<file path="config.mk">
export PLATFORM = sky130hd
export DESIGN_NAME = fifo_port_sched_flat
export DESIGN_NICKNAME = d
export VERILOG_FILES = /design/src/rtl/fifo_port_sched_if.sv /design/src/rtl/fifo_port_sched.sv /design/src/flat_wrapper.sv
export SDC_FILE = /design/constraint.sdc
export NUM_CORES = 1
export LEC_CHECK = 0
export CAP_MARGIN = 25
export CORE_MARGIN = 8
export CORE_UTILIZATION = 45
export CTS_BUF_LIST = sky130_fd_sc_hd__clkbuf_16
export DETAILED_ROUTE_END_ITERATION = 16
export GPL_ROUTABILITY_DRIVEN = 0
export PLACE_DENSITY = 0.87
export SYNTH_ARGS = -nofsm -noshare
export SYNTH_HDL_FRONTEND = slang
export SYNTH_SLANG_ARGS = --single-unit
</file>
<file path="constraint.sdc">
create_clock -name clk_i -period 5.9 [get_ports clk_i]
set_input_delay 1.77 -clock clk_i [delete_from_list [all_inputs] [get_ports clk_i]]
set_output_delay 1.77 -clock clk_i [all_outputs]
set_load 0.02 [all_outputs]
</file>
<file path="src/rtl/fifo_port_sched_if.sv">
// FIFO-side bus between the access scheduler (master) and a synchronous FIFO (slave).
// Covers write/read strobes, output enable, almost-full programming, data and status flags.
interface fifo_port_sched_if #(
   parameter int DATA_WIDTH = 16
);
   logic                  wr;
   logic                  rd;
   logic                  oe;
   logic                  daf;
   logic [DATA_WIDTH-1:0] data_in;
   logic [DATA_WIDTH-1:0] data_out;
   logic                  fifo_empty;
   logic                  fifo_full;

   modport master (
      output wr, rd, oe, daf, data_in,
      input  data_out, fifo_empty, fifo_full
   );

   modport slave (
      input  wr, rd, oe, daf, data_in,
      output data_out, fifo_empty, fifo_full
   );
endinterface

</file>
<file path="src/rtl/fifo_port_sched.sv">
// Single-clock FIFO access scheduler: round-robin write arbitration, consumer reads,
// almost-full offset programming and a shadow occupancy count guarding overflow/underflow.
module fifo_port_sched #(
   parameter int NUM_REQ      = 4,
   parameter int DATA_WIDTH   = 16,
   parameter int FIFO_ENTRIES = 1024
) (
   input  logic                            clk_i,
   input  logic                            rst_n_i,
   input  logic [NUM_REQ-1:0]              req_valid_i,
   input  logic [NUM_REQ*DATA_WIDTH-1:0]   req_data_i,
   output logic [NUM_REQ-1:0]              req_ready_o,
   input  logic                            rd_req_i,
   output logic                            rd_valid_o,
   output logic [DATA_WIDTH-1:0]           rd_data_o,
   input  logic                            cfg_valid_i,
   input  logic [DATA_WIDTH-1:0]           cfg_offset_i,
   output logic                            cfg_done_o,
   output logic                            cfg_err_o,
   output logic [$clog2(FIFO_ENTRIES):0]   occupancy_o,
   fifo_port_sched_if.master               fifo
);
   localparam int OCC_W = $clog2(FIFO_ENTRIES) + 1;
   localparam int PTR_W = $clog2(NUM_REQ);

   typedef enum logic [1:0] {RUN, PROG_DAF, PROG_HOLD} state_t;

   state_t                state_q, state_d;
   logic [PTR_W-1:0]      ptr_q, ptr_d;
   logic                  wr_q, wr_d;
   logic                  rd_q, rd_d;
   logic                  rd_valid_q, rd_valid_d;
   logic                  cfg_err_q, cfg_err_d;
   logic [DATA_WIDTH-1:0] data_in_q, data_in_d;
   logic [DATA_WIDTH-1:0] rd_hold_q, rd_hold_d;
   logic [OCC_W-1:0]      occ_q, occ_d;

   logic [DATA_WIDTH-1:0] req_data [NUM_REQ];
   logic                  found;
   logic [PTR_W-1:0]      pick;
   logic                  grant_en;
   logic                  can_wr;
   logic                  rd_ok;
   logic                  cfg_ok;

   generate
      for (genvar gi = 0; gi < NUM_REQ; gi++) begin : g_req
         assign req_data[gi]    = req_data_i[gi*DATA_WIDTH +: DATA_WIDTH];
         assign req_ready_o[gi] = rst_n_i && grant_en && (pick == PTR_W'(gi));
      end
   endgenerate

   // Round-robin scan starting at the pointer, wrapping past NUM_REQ-1.
   always_comb begin
      int idx;
      found = 1'b0;
      pick  = '0;
      idx   = 0;
      for (int k = 0; k < NUM_REQ; k++) begin
         idx = int'(ptr_q) + k;
         if (idx >= NUM_REQ) idx = idx - NUM_REQ;
         if (!found && req_valid_i[PTR_W'(idx)]) begin
            found = 1'b1;
            pick  = PTR_W'(idx);
         end
      end
   end

   // An in-flight write is not yet in occ_q, an in-flight read is not yet removed from it.
   assign can_wr = !fifo.fifo_full &&
                   (({1'b0, occ_q} + (OCC_W+1)'(wr_q)) < (OCC_W+1)'(FIFO_ENTRIES));
   assign rd_ok  = rd_req_i && (occ_q > OCC_W'(rd_q)) && !fifo.fifo_empty;
   assign cfg_ok = fifo.fifo_empty && (occ_q == '0) && !wr_q && !rd_q;

   always_comb begin
      state_d   = state_q;
      ptr_d     = ptr_q;
      wr_d      = 1'b0;
      rd_d      = 1'b0;
      data_in_d = data_in_q;
      cfg_err_d = 1'b0;
      grant_en  = 1'b0;
      case (state_q)
         RUN: begin
            if (cfg_valid_i && cfg_ok) begin
               state_d   = PROG_DAF;
               data_in_d = cfg_offset_i;
            end else begin
               cfg_err_d = cfg_valid_i;
               if (can_wr && found) begin
                  grant_en  = 1'b1;
                  wr_d      = 1'b1;
                  data_in_d = req_data[pick];
                  ptr_d     = (pick == PTR_W'(NUM_REQ-1)) ? '0 : pick + PTR_W'(1);
               end
               rd_d = rd_ok;
            end
         end
         PROG_DAF:  state_d = PROG_HOLD;
         PROG_HOLD: state_d = RUN;
         default:   state_d = RUN;
      endcase
   end

   always_comb begin
      occ_d = occ_q;
      if (wr_q && !rd_q && (occ_q != OCC_W'(FIFO_ENTRIES))) begin
         occ_d = occ_q + OCC_W'(1);
      end else if (!wr_q && rd_q && (occ_q != '0)) begin
         occ_d = occ_q - OCC_W'(1);
      end
   end

   // FIFO data appears the cycle after the read strobe; hold it between reads.
   always_comb begin
      rd_valid_d = rd_q;
      rd_hold_d  = rd_valid_q ? fifo.data_out : rd_hold_q;
   end

   always_ff @(posedge clk_i or negedge rst_n_i) begin
      if (!rst_n_i) begin
         state_q    <= RUN;
         ptr_q      <= '0;
         wr_q       <= 1'b0;
         rd_q       <= 1'b0;
         rd_valid_q <= 1'b0;
         cfg_err_q  <= 1'b0;
         data_in_q  <= '0;
         rd_hold_q  <= '0;
         occ_q      <= '0;
      end else begin
         state_q    <= state_d;
         ptr_q      <= ptr_d;
         wr_q       <= wr_d;
         rd_q       <= rd_d;
         rd_valid_q <= rd_valid_d;
         cfg_err_q  <= cfg_err_d;
         data_in_q  <= data_in_d;
         rd_hold_q  <= rd_hold_d;
         occ_q      <= occ_d;
      end
   end

   assign fifo.wr      = wr_q;
   assign fifo.rd      = rd_q;
   assign fifo.oe      = rd_q;
   assign fifo.daf     = (state_q == PROG_DAF);
   assign fifo.data_in = data_in_q;
   assign cfg_done_o   = (state_q == PROG_HOLD);
   assign cfg_err_o    = cfg_err_q;
   assign rd_valid_o   = rd_valid_q;
   assign rd_data_o    = rd_valid_q ? fifo.data_out : rd_hold_q;
   assign occupancy_o  = occ_q;
endmodule

</file>
<file path="src/flat_wrapper.sv">
// flat-port wrapper written by rule: the top's interface ports become plain ports
module fifo_port_sched_flat 
#(
   parameter int NUM_REQ      = 4,
   parameter int DATA_WIDTH   = 16,
   parameter int FIFO_ENTRIES = 1024
)
  (clk_i, rst_n_i, req_valid_i, req_data_i, req_ready_o, rd_req_i, rd_valid_o, rd_data_o, cfg_valid_i, cfg_offset_i, cfg_done_o, cfg_err_o, occupancy_o, fifo_wr, fifo_rd, fifo_oe, fifo_daf, fifo_data_in, fifo_data_out, fifo_fifo_empty, fifo_fifo_full);
  fifo_port_sched_if #(.DATA_WIDTH(DATA_WIDTH)) fifo_i ();
  input  logic clk_i;
  input  logic rst_n_i;
  input  logic [NUM_REQ-1:0] req_valid_i;
  input  logic [NUM_REQ*DATA_WIDTH-1:0] req_data_i;
  output logic [NUM_REQ-1:0] req_ready_o;
  input  logic rd_req_i;
  output logic rd_valid_o;
  output logic [DATA_WIDTH-1:0] rd_data_o;
  input  logic cfg_valid_i;
  input  logic [DATA_WIDTH-1:0] cfg_offset_i;
  output logic cfg_done_o;
  output logic cfg_err_o;
  output logic [$clog2(FIFO_ENTRIES):0] occupancy_o;
  output wire logic [$bits(fifo_i.wr)-1:0] fifo_wr;
  output wire logic [$bits(fifo_i.rd)-1:0] fifo_rd;
  output wire logic [$bits(fifo_i.oe)-1:0] fifo_oe;
  output wire logic [$bits(fifo_i.daf)-1:0] fifo_daf;
  output wire logic [$bits(fifo_i.data_in)-1:0] fifo_data_in;
  input wire logic [$bits(fifo_i.data_out)-1:0] fifo_data_out;
  input wire logic [$bits(fifo_i.fifo_empty)-1:0] fifo_fifo_empty;
  input wire logic [$bits(fifo_i.fifo_full)-1:0] fifo_fifo_full;
  assign fifo_wr = fifo_i.wr;
  assign fifo_rd = fifo_i.rd;
  assign fifo_oe = fifo_i.oe;
  assign fifo_daf = fifo_i.daf;
  assign fifo_data_in = fifo_i.data_in;
  assign fifo_i.data_out = fifo_data_out;
  assign fifo_i.fifo_empty = fifo_fifo_empty;
  assign fifo_i.fifo_full = fifo_fifo_full;
  fifo_port_sched #(.NUM_REQ(NUM_REQ), .DATA_WIDTH(DATA_WIDTH), .FIFO_ENTRIES(FIFO_ENTRIES)) u_core (.clk_i(clk_i), .rst_n_i(rst_n_i), .req_valid_i(req_valid_i), .req_data_i(req_data_i), .req_ready_o(req_ready_o), .rd_req_i(rd_req_i), .rd_valid_o(rd_valid_o), .rd_data_o(rd_data_o), .cfg_valid_i(cfg_valid_i), .cfg_offset_i(cfg_offset_i), .cfg_done_o(cfg_done_o), .cfg_err_o(cfg_err_o), .occupancy_o(occupancy_o), .fifo(fifo_i));
endmodule
</file>
==> results.yml <==
run_status:
  outcome: "complete, no violations"
worst_hold_path:
  worstHoldPathType: "reg2reg"
floorplanning:
  die_h_um: 103
  initial_core_util: 0.468
  die_w_um: 103
  dieArea_um2: 10600
  num_rows: 31
  core_um2: 7290
  pin_count: 160
route:
  dr_wl_met2_mm: 6.25
  vias: 3641
  wl_met1_mm: 5.05
  drc: 0
  routed_wl_mm: 12.4
  drt_pass1_iterations: 5
  wl_per_cell_um: 19.2
  top_layer: "met4"
  via_per_inst: 5.63
  dr_wl_met3_um: 749
  drtAntennaViolNets: 0
  drtIter0Drc: 244
global_routing:
  antenna_found_initial: 0
  grt_first_pass_wirelength_mm: 19.5
  grt_max_degree: 52
  grt_pass1_vias: 3672
  grt-ovfl-total: 0
  grt_use_total: 0.235
sta:
  period_needed_ns: 5.77
  timing.final.crit_share: 0.978
  worst_slew_pin_slew_ns: 0.701
  setup_viol: 0
  finalHoldViolations: 0
  setup-tns-final_ns: 0
  worst_slack_ns: 0.130
  finalClockSkew_ns: 0.00643
  drv_slew: 0
  fmax_mhz: 173
  relSlewSlack: 0.533
  rsz0062_at_grt: "false"
worst_setup_path:
  required_ns: 4.13
  crit_top_cell: "clkdlybuf4s50_1"
  cp-end-kind: "output pin"
  crit_type: "in2out"
  critical-path-slowest-cell: "clkdlybuf4s50_1"
  path_cells: "clkdlybuf4s50_1, mux2i_1, nor2_1, or3_1, clkinv_1, ha_1, and3_1, clkdlybuf4s50_1"
  start_kind: "input pin"
  worstPathArrival_ns: 4.00
  critPathMaxFanout: 6
  cp_slowest_stage_delay_ns: 0.61
cts:
  htree_levels: 2
  cts_tree: "done"
  clock-sinks: 51
  numCtsBuffers: 5
  clk_pin_slew_ns: 0.07
  clockBufferDepth: 2
  cts_root_buf: "clkbuf_16"
  cts_setup_buffers: 0
  insertion_delay_ns: 0.29
  cts.repair.resized: 0
  holdBufCountCts: 0
synth:
  ys_seq_elements: 51
  synth_top_area_frac: 0.374
  synth_common_cells: "nand3_1, dfrtp_1, o21ai_0, nor2_1, inv_1"
  synth_top_area_cell: "dfrtp_1"
  synth.yosys.seq_area_share: 0.374
  yosysUniqueCellTypes: 46
  synth_top_flop_cell: "dfrtp_1"
  synth.cell_area_um2: 3410
  async_flop_share: 1.00
  synth_area_leaders: "dfrtp_1, nand3_1, o21ai_0, mux2_2, ha_1"
  yosysMostFrequentCell: "nand3_1"
  synth_edf_count: 0
  syn_inst: 400
  yosysWarnings: 0
  synth_nets: 521
  synth.avg_cell_area_um2: 8.53
power_and_ir_drop:
  p_clk_frac: 0.129
  p_sw_uw: 997
  sw_frac_of_total: 0.435
  power_density_nw_per_um2: 435
  p_int_mw: 1.29
  p_total_mw: 2.29
  comb_power_share: 0.616
  power_frac_seq: 0.255
  peakVddDrop_v: 0.000348
  p_leak_nw: 2.28
final_layout:
  drive_gt1_frac: 0.0785
  area_growth_pct: 54.1
  fin_nets: 668
  num_antenna_cells: 0
  nFillCells: 573
  instances_no_fill: 647
  utilization: 0.721
placed_design:
  dp.cells: 638
  dp_hpwl_mm: 9.45
  port_buffers: 159
  place_ws_ns: 0.152
flow_run:
  max_cap_violations: 0
## sequential cells by signal, summed over array words and instances (netlist names)
name and count:
u_core.cfg_err_o 1, u_core.fifo.data_in 16, u_core.fifo.oe 1, u_core.fifo.wr 1, u_core.occupancy_o 11, u_core.ptr_q 2
u_core.rd_hold_q 16, u_core.rd_valid_o 1, u_core.state_q 2
## power groups by stage
stage | clock network (mW) | registers, mW | logic [mW]
after detailed placement | 0 | 0.585 | 1.39
after floorplan | 0 | 0.675 | 0.753
after CTS | 0.304 | 0.578 | 1.40
final | 0.296 | 0.583 | 1.41
after global routing | 0.322 | 0.599 | 1.54
after global placement | 0 | 0.577 | 1.34
## area by class of cell
type                    instances  area, µm²  share of cell area
flip-flops and latches         51       1280               0.243
clock buffers                   5        125              0.0238
well taps                      99        124              0.0235
repair buffers                168       1680               0.320
multi-input cells             295       1930               0.367
clock inverters                 3       26.3             0.00500
inverters                      26       97.6              0.0186
## through the flow
stage	hold slack [ns]	instance area [µm²]
3_5_place_dp	0.468	5080
6_report	0.474	5260
3_3_place_gp	0.455	5070
5_1_grt	0.502	5260
2_1_floorplan	0.440	3410
4_1_cts	0.478	5230
## routing by layer
metal	track usage	vias to the layer above
met3	0.0371	24
met2	0.393	154
met5	0	-
met4	0.0879	0
met1	0.297	1727
li1	-	1736
## worst max-delay path: cells and delay by family
| kind | cells | cell delay, ns |
|---|---|---|
| AND/OR/NAND/NOR | 3 | 0.63 |
| adder cells (fa/ha/maj) | 1 | 0.18 |
| buffers and inverters | 3 | 1.24 |
| multiplexers | 1 | 0.19 |
## logic make-up (layout without fill, tap and decap cells)
group	Yosys count	in the layout	synth area share
AOI/OAI and AO/OA	84	84	0.162
xor gates and xnor gates	7	7	0.0180
adders and majority gates	15	15	0.0572
buffers and inverters	54	202	0.0649
DFF	51	51	0.374
muxes	20	20	0.0685
and+or+nand+nor	169	169	0.256
## cells in the final DEF, fill, tap and decap left out, types with 2 or more instances in the layout
cell             synthesis  layout
xor2_1                   4       4
a21oi_1                  7       6
nor2b_1                  6       6
mux2i_1                  2       2
nor3_1                   2       2
xnor2_1                  3       3
nand2b_1                 6       6
nand3_1                 66      66
buf_4                    1       7
nor4_1                   3       3
and3_1                  23      23
or4_4                    2       2
nand2_1                 18      18
clkdlybuf4s50_1          0     158
nor2_1                  31      31
inv_1                   25      25
o21a_1                   4       4
or3_1                    3       3
a221o_1                  2       2
clkbuf_16                0       5
mux2_2                  17      17
dfrtp_1                 51      51
o31ai_1                  3       3
a311o_1                 16      16
inv_6                    0       2
nand4_1                  3       3
ha_1                    14      14
o21ai_0                 43      43
## path summary, 6_finish.rpt
kind | startpoint | endpoint | slack [ns] | cells after the start
max in group asynchronous | rst_n_i | u_core.rd_hold_q[11] | 3.75 | 2
min | u_core.state_q[1] | u_core.state_q[1] | 0.47 | 1
max | req_valid_i[2] | req_ready_o[3] | 0.13 | 8
max reg2reg | u_core.occupancy_o[3] | u_core.occupancy_o[10] | 2.27 | 11
min reg2reg | u_core.state_q[1] | u_core.state_q[1] | 0.47 | 1
min in group asynchronous | rst_n_i | u_core.fifo.data_in[12] | 1.70 | 2
Note: power is estimated with default switching activity, not from simulation.
